`src/rtl/univ_shift_reg_if.sv`:
```
// Control, data and status bundle for the universal shift register.
// The master side drives mode/enable/serial/parallel inputs; the register
// (slave side) returns its contents, complement, shift count and done flag.
interface univ_shift_reg_if #(
  parameter int WIDTH = 8
);
  localparam int CW = $clog2(WIDTH + 1);

  logic             En;
  logic             Sclr_N;
  logic [1:0]       S;
  logic             Dsr;
  logic             Dsl;
  logic [WIDTH-1:0] D;
  logic [WIDTH-1:0] Q;
  logic [WIDTH-1:0] Q_N;
  logic [CW-1:0]    Cnt;
  logic             Done;

  modport master (
    output En, Sclr_N, S, Dsr, Dsl, D,
    input  Q, Q_N, Cnt, Done
  );

  modport slave (
    input  En, Sclr_N, S, Dsr, Dsl, D,
    output Q, Q_N, Cnt, Done
  );
endinterface

```
`src/rtl/univ_shift_reg.sv`:
```
// WIDTH-bit universal register in the style of a 74HC194: hold, shift right,
// shift left and parallel load, with clock enable, synchronous clear,
// optional rotate and a saturating count of shifts since the last load/clear.
module univ_shift_reg #(
  parameter int               WIDTH     = 8,
  parameter int               ROTATE    = 0,
  parameter logic [WIDTH-1:0] RESET_VAL = '0
) (
  input  logic              Clk,
  input  logic              R_N,
  univ_shift_reg_if.slave   bus
);
  localparam int CW = $clog2(WIDTH + 1);
  localparam logic [CW-1:0] CNT_MAX = CW'(WIDTH);

  localparam logic [1:0] MODE_HOLD  = 2'b00;
  localparam logic [1:0] MODE_RIGHT = 2'b01;
  localparam logic [1:0] MODE_LEFT  = 2'b10;
  localparam logic [1:0] MODE_LOAD  = 2'b11;

  logic [WIDTH-1:0] q_reg;
  logic [WIDTH-1:0] q_next;
  logic [CW-1:0]    cnt_reg;
  logic [CW-1:0]    cnt_next;
  logic [CW-1:0]    cnt_inc;
  logic             msb_in;
  logic             lsb_in;

  // In rotate mode the end bits wrap around and the serial inputs are unused.
  generate
    if (ROTATE != 0) begin : g_rotate
      assign msb_in = q_reg[0];
      assign lsb_in = q_reg[WIDTH-1];
    end else begin : g_serial
      assign msb_in = bus.Dsr;
      assign lsb_in = bus.Dsl;
    end
  endgenerate

  // Shift count saturates so Done stays asserted through extra shifts.
  assign cnt_inc = (cnt_reg == CNT_MAX) ? cnt_reg : cnt_reg + 1'b1;

  // Next state: enable gates everything, then clear, then the mode decode.
  always_comb begin
    q_next   = q_reg;
    cnt_next = cnt_reg;
    if (!bus.En) begin
      q_next   = q_reg;
      cnt_next = cnt_reg;
    end else if (!bus.Sclr_N) begin
      q_next   = '0;
      cnt_next = '0;
    end else begin
      case (bus.S)
        MODE_HOLD: begin
          q_next   = q_reg;
          cnt_next = cnt_reg;
        end
        MODE_RIGHT: begin
          q_next   = {msb_in, q_reg[WIDTH-1:1]};
          cnt_next = cnt_inc;
        end
        MODE_LEFT: begin
          q_next   = {q_reg[WIDTH-2:0], lsb_in};
          cnt_next = cnt_inc;
        end
        MODE_LOAD: begin
          q_next   = bus.D;
          cnt_next = '0;
        end
        default: begin
          q_next   = q_reg;
          cnt_next = cnt_reg;
        end
      endcase
    end
  end

  // State register; reset is asynchronous so it discards any shift in progress.
  always_ff @(posedge Clk or negedge R_N) begin
    if (!R_N) begin
      q_reg   <= RESET_VAL;
      cnt_reg <= '0;
    end else begin
      q_reg   <= q_next;
      cnt_reg <= cnt_next;
    end
  end

  assign bus.Q    = q_reg;
  assign bus.Q_N  = ~q_reg;
  assign bus.Cnt  = cnt_reg;
  assign bus.Done = (cnt_reg == CNT_MAX);
endmodule

```
`src/flat_wrapper.sv`:
```
// flat-port wrapper written by rule: the top's interface ports become plain ports
module univ_shift_reg_flat 
#(
  parameter int               WIDTH     = 8,
  parameter int               ROTATE    = 0,
  parameter logic [WIDTH-1:0] RESET_VAL = '0
)
  (Clk, R_N, bus_En, bus_Sclr_N, bus_S, bus_Dsr, bus_Dsl, bus_D, bus_Q, bus_Q_N, bus_Cnt, bus_Done);
  univ_shift_reg_if #(.WIDTH(WIDTH)) bus_i ();
  input  logic Clk;
  input  logic R_N;
  input wire logic [$bits(bus_i.En)-1:0] bus_En;
  input wire logic [$bits(bus_i.Sclr_N)-1:0] bus_Sclr_N;
  input wire logic [$bits(bus_i.S)-1:0] bus_S;
  input wire logic [$bits(bus_i.Dsr)-1:0] bus_Dsr;
  input wire logic [$bits(bus_i.Dsl)-1:0] bus_Dsl;
  input wire logic [$bits(bus_i.D)-1:0] bus_D;
  output wire logic [$bits(bus_i.Q)-1:0] bus_Q;
  output wire logic [$bits(bus_i.Q_N)-1:0] bus_Q_N;
  output wire logic [$bits(bus_i.Cnt)-1:0] bus_Cnt;
  output wire logic [$bits(bus_i.Done)-1:0] bus_Done;
  assign bus_i.En = bus_En;
  assign bus_i.Sclr_N = bus_Sclr_N;
  assign bus_i.S = bus_S;
  assign bus_i.Dsr = bus_Dsr;
  assign bus_i.Dsl = bus_Dsl;
  assign bus_i.D = bus_D;
  assign bus_Q = bus_i.Q;
  assign bus_Q_N = bus_i.Q_N;
  assign bus_Cnt = bus_i.Cnt;
  assign bus_Done = bus_i.Done;
  univ_shift_reg #(.WIDTH(WIDTH), .ROTATE(ROTATE), .RESET_VAL(RESET_VAL)) u_core (.Clk(Clk), .R_N(R_N), .bus(bus_i));
endmodule
```
`config.mk`:
```
export PLATFORM = sky130hd
export DESIGN_NAME = univ_shift_reg_flat
export DESIGN_NICKNAME = d
export VERILOG_FILES = /design/src/rtl/univ_shift_reg_if.sv /design/src/rtl/univ_shift_reg.sv /design/src/flat_wrapper.sv
export SDC_FILE = /design/constraint.sdc
export NUM_CORES = 1
export LEC_CHECK = 0
export ABC_AREA = 1
export CAP_MARGIN = 20
export CORE_MARGIN = 8
export CORE_UTILIZATION = 41
export DETAILED_ROUTE_END_ITERATION = 6
export PLACE_DENSITY = 0.9
export SLEW_MARGIN = 10
export SYNTH_ARGS = -nofsm -noshare
export SYNTH_HDL_FRONTEND = slang
export SYNTH_SLANG_ARGS = --single-unit
export TNS_END_PERCENT = 20
```
`constraint.sdc`:
```
create_clock -name Clk -period 1.3 [get_ports Clk]
set_input_delay 0.13 -clock Clk [delete_from_list [all_inputs] [get_ports Clk]]
set_output_delay 0.13 -clock Clk [all_outputs]
set_load 0.01 [all_outputs]
```
# --- Word-level counts from Yosys, hierarchy flattened ---
# Index checks and enable logic that the tools add are counted.
word_totals:
  inputBits: 16
  regBits: 12
  out_inout_bits: 21
  wordCells: 19
op_classes:
  n_addsub: 1
  n_eq_ne: 6
  n_mux: 5
  n_reduce_logical: 4
  bitwise_logic: 1
op_table:
  columns: ["op", "count"]
  rows:
  - ["$pmux 8 s3", 1]
  - ["$mux 4", 2]
  - ["$mux 8", 1]
  - ["$not 8->8", 1]
  - ["$pmux 4 s2", 1]
  - ["$add 4x1->4 const B", 1]
  - ["$eq 2x2->1 const B", 2]
  - ["$eq 4x4->1 const B", 1]
  - ["$ne 3x3->1 const B", 1]
  - ["$reduce_and 3->1", 1]
  - ["$eq 2x1->1 const B", 1]
  - ["$logic_not 2->1", 1]
  - ["$ne 2x2->1 const B", 1]
  - ["$reduce_and 2->1", 1]
  - ["$reduce_or 2->1", 1]

# --- Depth between registers and ports, before layout ---
# Gate-level depths: netlist of the first run.
depth:
  ltp_word: 4
  mapped_depth: 8
  ltp_nobuf: 8

# --- Worst setup path after synthesis of the first run ---
# No wires, ideal clock.
synth_path:
  path_type: "reg-to-reg"
  from: "register u_core.cnt_reg[0], in the netlist u_core.bus.Cnt[0]"
  to: "register u_core.cnt_reg[2], in the netlist u_core.bus.Cnt[2]"
  required_ns: 1.226
  setup_time_ns: 0.074
  path_buffers: 0
  setup_slack_ns: 0.032
  path_stages_with_launch: 9
  arrival_time_ns: 1.194
  period_less_slack_ns: 1.268
  cell_sequence: "dfrtp_1 inv_1 ha_1 nand2_1 nor2_2 nand2_2 nand2_4 nand2_1 o21ai_2"
synth_via:
  elab_cells_between_ends: 7
  classes_between: "add/sub (1); eq/ne (2); mux (3); reduce/logical (1)"
synth_lines:
  columns: ["item", "line_no", "source"]
  rows:
  - ["start: declaration", "univ_shift_reg.sv:23", "logic [CW-1:0] cnt_reg;"]
  - ["start signal: assignment", "univ_shift_reg.sv:86", "cnt_reg <= cnt_next;"]
  - ["$eq 4x4->1", null, null]
  - ["via bus_Done", "flat_wrapper.sv:21", "output wire logic [$bits(bus_i.Done)-1:0] bus_Done;"]
  - ["$ne 3x3->1 (no source line)", null, null]
  - ["$reduce_and 3->1 (no source line)", null, null]
# The timed path passes the listed nets, and every way through them passes these cells. The select of a mux whose other input is x is not followed.
# A chain may end at the register's enable or synchronous reset.

# --- Worst setup path in the final report of the first run ---
layout_path:
  from: "input bus_S[0]"
  to: "register u_core.q_reg[2], in the netlist u_core.bus.Q[2]"
layout_via:
  elab_chain_len: 3
  elab_cells_between_ends: 8
  classes_between: "eq/ne (4); mux (2); reduce/logical (2)"
layout_rtl:
  columns: ["item", "line_no", "source"]
  rows:
  - ["start: declaration", "flat_wrapper.sv:14", "input wire logic [$bits(bus_i.S)-1:0] bus_S;"]
  - ["$eq 2x2->1, or another cell as far along", "univ_shift_reg.sv:54", "case (bus.S)"]
  - ["$pmux 8 s3 / $ne 2x2->1 (equally long branches)", null, null]
  - ["$mux 8 / $reduce_and 2->1 (equally long branches)", null, null]
  - ["end signal: assignment", "univ_shift_reg.sv:85", "q_reg <= q_next;"]
  - ["end: declaration", "univ_shift_reg.sv:21", "logic [WIDTH-1:0] q_reg;"]
# Parallel ways exist; a longest one is shown, timed or not.

==> flow_summary.json, run 1 <==
{
  "regArea_um2": 300,
  "hold_class": "input pin to async pin",
  "fin_area_um2": 1430,
  "cts_buffer_depth": 2,
  "p_clk_share_pct": 26.6,
  "io_buffers": 36,
  "core_area_um2": 1940,
  "p_sw_mw": 0.393,
  "dpl.hpwl_mm": 1.94,
  "cts_buffers": 3,
  "ant_nets": 0,
  "cp.buffers_inverters": 3,
  "drv_slew": 0,
  "fin_nets": 182,
  "gp_congestion": 0.799,
  "die-area_um2": 3760,
  "crit_path_max_fanout": 8,
  "reg2reg_to": "u_core.bus.Cnt[2]",
  "violations": "negative setup slack",
  "critPathArrivalTime_ps": 1530,
  "ios": 37,
  "netlist-cell-type-count": 22,
  "power.leakage_nw": 0.681,
  "p_seq_share_pct": 37.0,
  "crit_family": "buffers and inverters",
  "p_int_mw": 0.782,
  "syn_inst": 108,
  "cp_cell_sequence": "clkdlybuf4s50_1 -> inv_1 -> ha_2 -> inv_2 -> nand3_4 -> a21oi_1 -> nand2_1 -> o21ai_1",
  "placedCellCount": 181,
  "drt_iter0_drc": 37,
  "num_rows": 16,
  "die_h_um": 61.3,
  "critPathKind": "input pin to flop",
  "slowest_delay_ps": 490,
  "drv_cap": 0,
  "avgRoutedWirePerCell_um": 14.9,
  "grt_pass1_vias": 980,
  "setup_ws_ps": -38.1,
  "drive_gt1_share_pct": 26.9,
  "clkTransAtPathRegs_ps": 90,
  "cts_root_buffer": "clkbuf_4",
  "grt_pass1_wl_mm": 4.16,
  "switching_share_pct": 33.4,
  "synth_seq_cells": 12,
  "finalCritPeriodShare_pct": 103,
  "p_comb_share_pct": 36.4,
  "power_mw": 1.18,
  "syn_nets": 129,
  "yosysWarnings": 0,
  "drc_errors": 0,
  "overflow": 0,
  "vias_per_cell": 4.98,
  "reg2reg_slack_ps": 50,
  "cp_slowest_cell": "clkdlybuf4s50_1",
  "grt_max_degree": 13,
  "cts.sinks": 12,
  "post-place-ws_ps": -271,
  "die_x_um": 61.3,
  "final_cell_mix": "nand2_1, dlygate4sd2_1, clkdlybuf4s50_1, inv_1, dfrtp_1",
  "areaGrowthSynthToFinish_pct": 70.1,
  "fmax_mhz": 747,
  "htreeDepth": 1,
  "first_pass_iters": 4,
  "p_per_area_nw_per_um2": 821,
  "cts_tree": "done",
  "end_kind": "flop",
  "worst_ep_required_time_ps": 1490,
  "crit_path_start_kind": "input pin",
  "clk_latency_ps": 280,
  "grt_usage_pct": 14.7,
  "whs_ps": 137,
  "worst_pin_slew_ps": 269,
  "clock_skew_ps": 8.12,
  "initial_utilization_pct": 43.4,
  "fill_cells": 155,
  "layout_commonest_cell": "nand2_1",
  "finalCriticalPeriod_ps": 1340,
  "place_area_um2": 1340,
  "slew-limit-headroom_pct": 82.0,
  "multiInputGateArea_um2": 529,
  "syn_area_per_cell_um2": 7.80,
  "r2r-start": "u_core.bus.Cnt[0]",
  "yosysSeqAreaShare_pct": 35.7,
  "drt_wl_total_mm": 2.78,
  "setup_violations": 1,
  "vias": 932,
  "status": "complete, but fails checks",
  "max-vdd-ir-drop_uv": 574,
  "rsz0062_at_grt": "yes",
  "antenna_found_initial": 0,
  "worst-r2r-cell-count": 9,
  "stdcell_count": 187,
  "syn-cell-area_um2": 842,
  "diodes": 0,
  "hold_viol": 0
}
[stage by stage]
step                utilization (%)  setup TNS (ps)
floorplan                         -               0
global placement               68.8           -2640
detailed placement             68.8           -3130
CTS                            69.1           -20.0
global route                   73.8            -528
finish                         73.8           -38.1
[repair_timing]
action                                  in CTS  in global routing
endpoints found under the setup margin      21                 13
resized for setup                           24                 21
setup buffers                                0                  1
cloned                                       0                  1
endpoints found under the hold margin        0                  0
pin swaps                                    0                  5
hold buffers                                 0                  0
[worst max-delay path by stage]
stage | slack, ps | endpoint | startpoint | cells after the start
floorplan | 30 | u_core.bus.Cnt[2] | u_core.bus.Cnt[0] | 8
global placement | -230 | u_core.bus.Q[3] | bus_S[0] | 8
detailed placement | -270 | u_core.bus.Cnt[2] | bus_S[0] | 9
CTS | -20 | bus_Done | u_core.bus.Cnt[0] | 5
global route | -120 | u_core.bus.Q[2] | bus_S[0] | 8
finish | -40 | u_core.bus.Q[2] | bus_S[0] | 8
[layout make-up]
type / count / share of cell area (%)
clock buffers: 4 / 2.53
inverters: 18 / 4.89
multi-input cells: 77 / 36.9
flip-flops and latches: 12 / 21.0
well taps: 27 / 2.36
repair buffers: 49 / 32.3
[sequential cells by signal, summed over array words and instances (netlist names)]
| register | cells |
|---|---|
| u_core.bus.Q | 8 |
| u_core.bus.Cnt | 4 |
[power by group through the flow]
stage	Clock (mW)	Sequential [mW]	Combinational (mW)
2_1_floorplan	0	0.456	0.151
5_1_grt	0.329	0.438	0.466
4_1_cts	0.314	0.431	0.383
3_3_place_gp	0	0.438	0.412
3_5_place_dp	0	0.438	0.423
6_report	0.313	0.434	0.428
[cells in the mapped netlist (all sizes together)]
cell type,number,area [µm²]
a21oi,7,35.0
nand2,35,141
nand4,1,6.26
buf,2,15.0
xnor2,1,8.76
nand3,11,80.1
ha,5,62.6
clkinv,2,8.75
a21boi,1,18.8
o21bai,1,7.51
nor2,2,26.3
dfrtp,12,300
o21ai,12,71.3
inv,16,60.1
[cell families (layout without fill, tap and decap cells)]
family | after synthesis | after routing | share of synthesized area (%)
XOR/XNOR | 1 | 1 | 1.04
AND/OR/NAND/NOR | 49 | 50 | 30.2
flip-flops | 12 | 12 | 35.7
AO/OA/AOI/OAI | 21 | 21 | 15.8
buffers and inverters | 20 | 71 | 9.95
adder cells (fa/ha/maj) | 5 | 5 | 7.43
[metal layers]
layer | vias up | track usage, % | part of all wire, %
met3 | 4 | 6.05 | 7.5
met1 | 436 | 14.1 | 38
met4 | 0 | 7.97 | 1.0
li1 | 448 | - | -
met2 | 44 | 26.3 | 53
met5 | - | 0 | 0
[worst register-to-register path, delay by kind of cell, from the launching register on]
family | cells | cell delay [ps]
compound gates | 1 | 50
flops | 1 | 400
simple gates | 5 | 390
buf+inv | 2 | 210
fa+ha+maj | 1 | 140
No activity file was read; power rests on OpenSTA's default activity.
==> inputs of run 2 (changes only) <==
- CTS_CLUSTER_SIZE: unset -> 25
- SKIP_LAST_GASP: unset -> 1
==> flow_summary.json, run 2 (same netlist as run 1, synthesis figures left out) <==
{
  "drt_iter0_drc": 12,
  "overflow": 0,
  "io_buffers": 36,
  "max-vdd-ir-drop_uv": 686,
  "end_kind": "primary output",
  "violations": "negative setup slack",
  "die_h_um": 61.3,
  "ios": 37,
  "clock_skew_ps": 1.97,
  "grt_pass1_vias": 980,
  "cts_buffers": 3,
  "crit_path_start_kind": "flop",
  "layout_commonest_cell": "nand2_1",
  "worst-r2r-cell-count": 9,
  "critPathKind": "flop to primary output",
  "cts.repair.resized": 4,
  "num_rows": 16,
  "ant_nets": 0,
  "hold_viol": 0,
  "cp-startpoint": "u_core.bus.Cnt[3]",
  "drv_cap": 0,
  "critPathArrivalTime_ps": 1300,
  "cts_tree": "done",
  "power.leakage_nw": 0.615,
  "largest_reg_flops": 8,
  "grt_max_degree": 13,
  "cts_root_buffer": "clkbuf_4",
  "rsz0062_at_grt": "yes",
  "setup_ws_ps": -132,
  "dpl.hpwl_mm": 1.94,
  "status": "complete, but fails checks",
  "finalSetupTns_ps": -868,
  "antenna_found_initial": 0,
  "htreeDepth": 1,
  "fin_nets": 180,
  "drive_gt1_share_pct": 18.4,
  "p_per_area_nw_per_um2": 836,
  "avgRoutedWirePerCell_um": 13.1,
  "clkTransAtPathRegs_ps": 80,
  "stdcell_count": 185,
  "slew-limit-headroom_pct": 81.9,
  "cts_setup_buffers": 0,
  "drv_slew": 0,
  "reg2reg_slack_ps": 40,
  "grt_usage_pct": 14.7,
  "vias": 898,
  "reg2reg_to": "u_core.bus.Cnt[2]",
  "die_x_um": 61.3,
  "finalCritPeriodShare_pct": 110,
  "die-area_um2": 3760,
  "vias_per_cell": 4.85,
  "drc_errors": 0,
  "cts_buffer_depth": 2,
  "holdBufCountCts": 0,
  "drt_wl_total_mm": 2.42,
  "finalCriticalPeriod_ps": 1430,
  "whs_ps": 137,
  "core_area_um2": 1940,
  "areaGrowthSynthToFinish_pct": 63.4,
  "clk_latency_ps": 280,
  "diodes": 0,
  "cts.sinks": 12,
  "first_pass_iters": 4,
  "gp_congestion": 0.799,
  "crit_path_max_fanout": 4,
  "r2r-start": "u_core.bus.Cnt[0]",
  "power_mw": 1.15,
  "grt_pass1_wl_mm": 4.15,
  "setup_violations": 13,
  "worst_pin_slew_ps": 272,
  "final_cell_mix": "nand2_1, clkdlybuf4s50_1, inv_1, dfrtp_1, buf_4",
  "hold_class": "input pin to async pin",
  "placedCellCount": 181,
  "initial_utilization_pct": 43.4,
  "fmax_mhz": 698,
  "worst_ep_required_time_ps": 1170
}
## run 2: how the worst max path moves through the flow
stage / slack (ps) / depth (start not counted) / to
after floorplan: 30 / 8 / u_core.bus.Cnt[2]
after global placement: -230 / 8 / u_core.bus.Q[3]
after detailed placement: -270 / 9 / u_core.bus.Cnt[2]
after CTS: -170 / 2 / bus_Q_N[4]
after global routing: -190 / 2 / bus_Cnt[3]
final: -130 / 2 / bus_Cnt[3]
## run 2: through the flow
step | utilization [%] | instance area [µm²] | worst slack (ps)
floorplan | - | 842 | 32.3
global placement | 68.8 | 1340 | -234
detailed placement | 68.8 | 1340 | -271
CTS | 70.4 | 1370 | -167
global route | 70.9 | 1380 | -189
finish | 70.9 | 1380 | -132
## run 2: critical path, stage by stage (launching register included)
cell	delay, ps
dfrtp_1	360
buf_4	130
clkdlybuf4s50_1	530
## run 2: cell type report
| type | instances | area [µm²] |
|---|---|---|
| clock buffers | 4 | 36.3 |
| repair buffers | 48 | 479 |
| well taps | 27 | 33.8 |
| multi-input cells | 76 | 458 |
| inverters | 18 | 68.8 |
| flip-flops and latches | 12 | 300 |
| fillers | 160 | 566 |
## run 2: layer usage
| metal | share of wire [%] | GRT usage (%) | vias up |
|---|---|---|---|
| met4 | 1.5 | 7.97 | 0 |
| met3 | 8.3 | 6.05 | 7 |
| met1 | 41 | 13.9 | 412 |
| met2 | 50 | 26.3 | 35 |
| li1 | - | - | 444 |
| met5 | 0 | 0 | - |
## run 2: power breakdown
group	internal [mW]	switching [mW]	total (mW)
Sequential	0.406	0.0266	0.432
Combinational	0.215	0.193	0.409
Clock	0.171	0.139	0.310
Total	0.792	0.359	1.15
==> inputs of run 3 (changes only) <==
- CORE_UTILIZATION: 41 -> 60
- DONT_BUFFER_PORTS: unset -> 1
- PLACE_DENSITY: 0.9 -> 0.87
- SKIP_CTS_REPAIR_TIMING: unset -> 1
- TNS_END_PERCENT: 20 -> 30
==> flow_summary.json, run 3 (same netlist as run 1, synthesis figures left out) <==
{
  "drt_iter0_drc": 37,
  "setup_violations": 1,
  "cts_buffers": 3,
  "drt_wl_total_mm": 2.13,
  "violations": "negative setup slack",
  "ios": 37,
  "place_area_um2": 883,
  "cts_buffer_depth": 2,
  "switching_share_pct": 33.1,
  "critPathArrivalTime_ps": 1190,
  "slew-limit-headroom_pct": 62.4,
  "rsz0062_at_grt": "yes",
  "ant_nets": 0,
  "hold_viol": 0,
  "fmax_mhz": 755,
  "p_sw_mw": 0.327,
  "finalSetupTns_ps": -23.8,
  "io_buffers": 0,
  "initial_utilization_pct": 64.7,
  "num_rows": 13,
  "fill_cells": 110,
  "first_pass_iters": 4,
  "p_per_area_nw_per_um2": 1030,
  "gp_congestion": 0.793,
  "p_int_mw": 0.660,
  "status": "complete, but fails checks",
  "drc_errors": 0,
  "worst_ep_required_time_ps": 1170,
  "clk_latency_ps": 270,
  "grt_usage_pct": 15.2,
  "setup_ws_ps": -23.8,
  "cts_tree": "done",
  "vias": 744,
  "final_util_pct": 73.8,
  "fin_area_um2": 961,
  "fin_nets": 139,
  "cp-startpoint": "u_core.bus.Cnt[0]",
  "grt_max_degree": 13,
  "cts_root_buffer": "clkbuf_4",
  "worst_pin_slew_ps": 562,
  "overflow": 0,
  "p_clk_share_pct": 30.5,
  "hold_class": "input pin to flop",
  "layout_commonest_cell": "nand2_1",
  "die_h_um": 53.5,
  "grt_pass1_wl_mm": 3.37,
  "finalCritPeriodShare_pct": 102,
  "drive_gt1_share_pct": 22.2,
  "areaGrowthSynthToFinish_pct": 14.1,
  "diodes": 0,
  "min-delay-start": "bus_Sclr_N",
  "final_cell_mix": "nand2_1, inv_1, dfrtp_1, nand3_1, a21oi_1",
  "power.leakage_nw": 0.434,
  "drv_slew": 0,
  "clock_skew_ps": 4.66,
  "avgRoutedWirePerCell_um": 16.1,
  "post-place-ws_ps": 101,
  "cts.sinks": 12,
  "end_kind": "primary output",
  "drv_cap": 0,
  "antenna_found_initial": 0,
  "die-area_um2": 2860,
  "critPathKind": "flop to primary output",
  "crit_path_max_fanout": 3,
  "dpl.hpwl_mm": 1.65,
  "p_comb_share_pct": 23.9,
  "finalCriticalPeriod_ps": 1320,
  "htreeDepth": 1,
  "p_seq_share_pct": 45.6,
  "die_x_um": 53.5,
  "max-vdd-ir-drop_uv": 1060,
  "core_area_um2": 1300,
  "r2r-start": "u_core.bus.Cnt[0]",
  "grt_pass1_vias": 728,
  "crit_path_start_kind": "flop",
  "largest_reg_flops": 8,
  "clkTransAtPathRegs_ps": 80,
  "vias_per_cell": 5.64
}
## run 3: cell count changes in the layout (fill, tap and decap cells not counted), moves of 3 or more
cell,previous run,this run
clkdlybuf4s50_1,27,0
dlygate4sd2_1,3,0
dlymetal6s2s_1,5,0
buf_4,10,5
## run 3: stage by stage
stage	instances	total power [mW]	hold slack [ps]
after global routing	132	1.04	64.9
after floorplan	108	0.607	-166
after detailed placement	126	0.665	-165
after global placement	126	0.657	-165
final	132	0.987	59.2
after CTS	130	0.962	-460
## run 3: per-layer routing
layer | wire (µm) | part of all wire (%) | up-vias | GRT usage [%]
li1 | - | - | 362 | -
met1 | 836 | 39 | 344 | 18.3
met2 | 1070 | 50 | 36 | 25.0
met3 | 213 | 10 | 2 | 5.32
met4 | 12 | 0.56 | 0 | 3.78
met5 | 0 | 0 | - | 0
## run 3: final cells by class
| cell class | count | area [µm²] | share of cell area (%) |
|---|---|---|---|
| Clock buffer | 4 | 36.3 | 3.78 |
| Inverter | 18 | 68.8 | 7.16 |
| Multi-Input combinational cell | 76 | 478 | 49.7 |
| Sequential cell | 12 | 300 | 31.2 |
| Tap cell | 15 | 18.8 | 1.95 |
| Timing Repair Buffer | 7 | 58.8 | 6.12 |
## run 3: path summary, 6_finish.rpt
path / to / slack [ps] / cells after the start
min in group asynchronous: u_core.bus.Cnt[3] / 280 / 1
max reg2reg: u_core.bus.Cnt[2] / 100 / 8
max: bus_Done / -20 / 5
min: u_core.bus.Cnt[0] / 60 / 2
min reg2reg: u_core.bus.Cnt[0] / 630 / 3
max in group asynchronous: u_core.bus.Q[1] / 650 / 1
## run 3: worst max-delay path: stages (launching register included)
cell and delay, ps:
dfrtp_1 400, inv_2 90, ha_4 130, nand2_2 60, nor2_4 140, buf_6 110
## run 3: power by group through the flow
| stage | Clock (mW) | Combinational (mW) | Sequential, mW |
|---|---|---|---|
| 3_5_place_dp | 0 | 0.209 | 0.456 |
| 5_1_grt | 0.317 | 0.267 | 0.455 |
| 3_3_place_gp | 0 | 0.202 | 0.454 |
| 6_report | 0.301 | 0.236 | 0.450 |
| 2_1_floorplan | 0 | 0.151 | 0.456 |
| 4_1_cts | 0.303 | 0.210 | 0.449 |
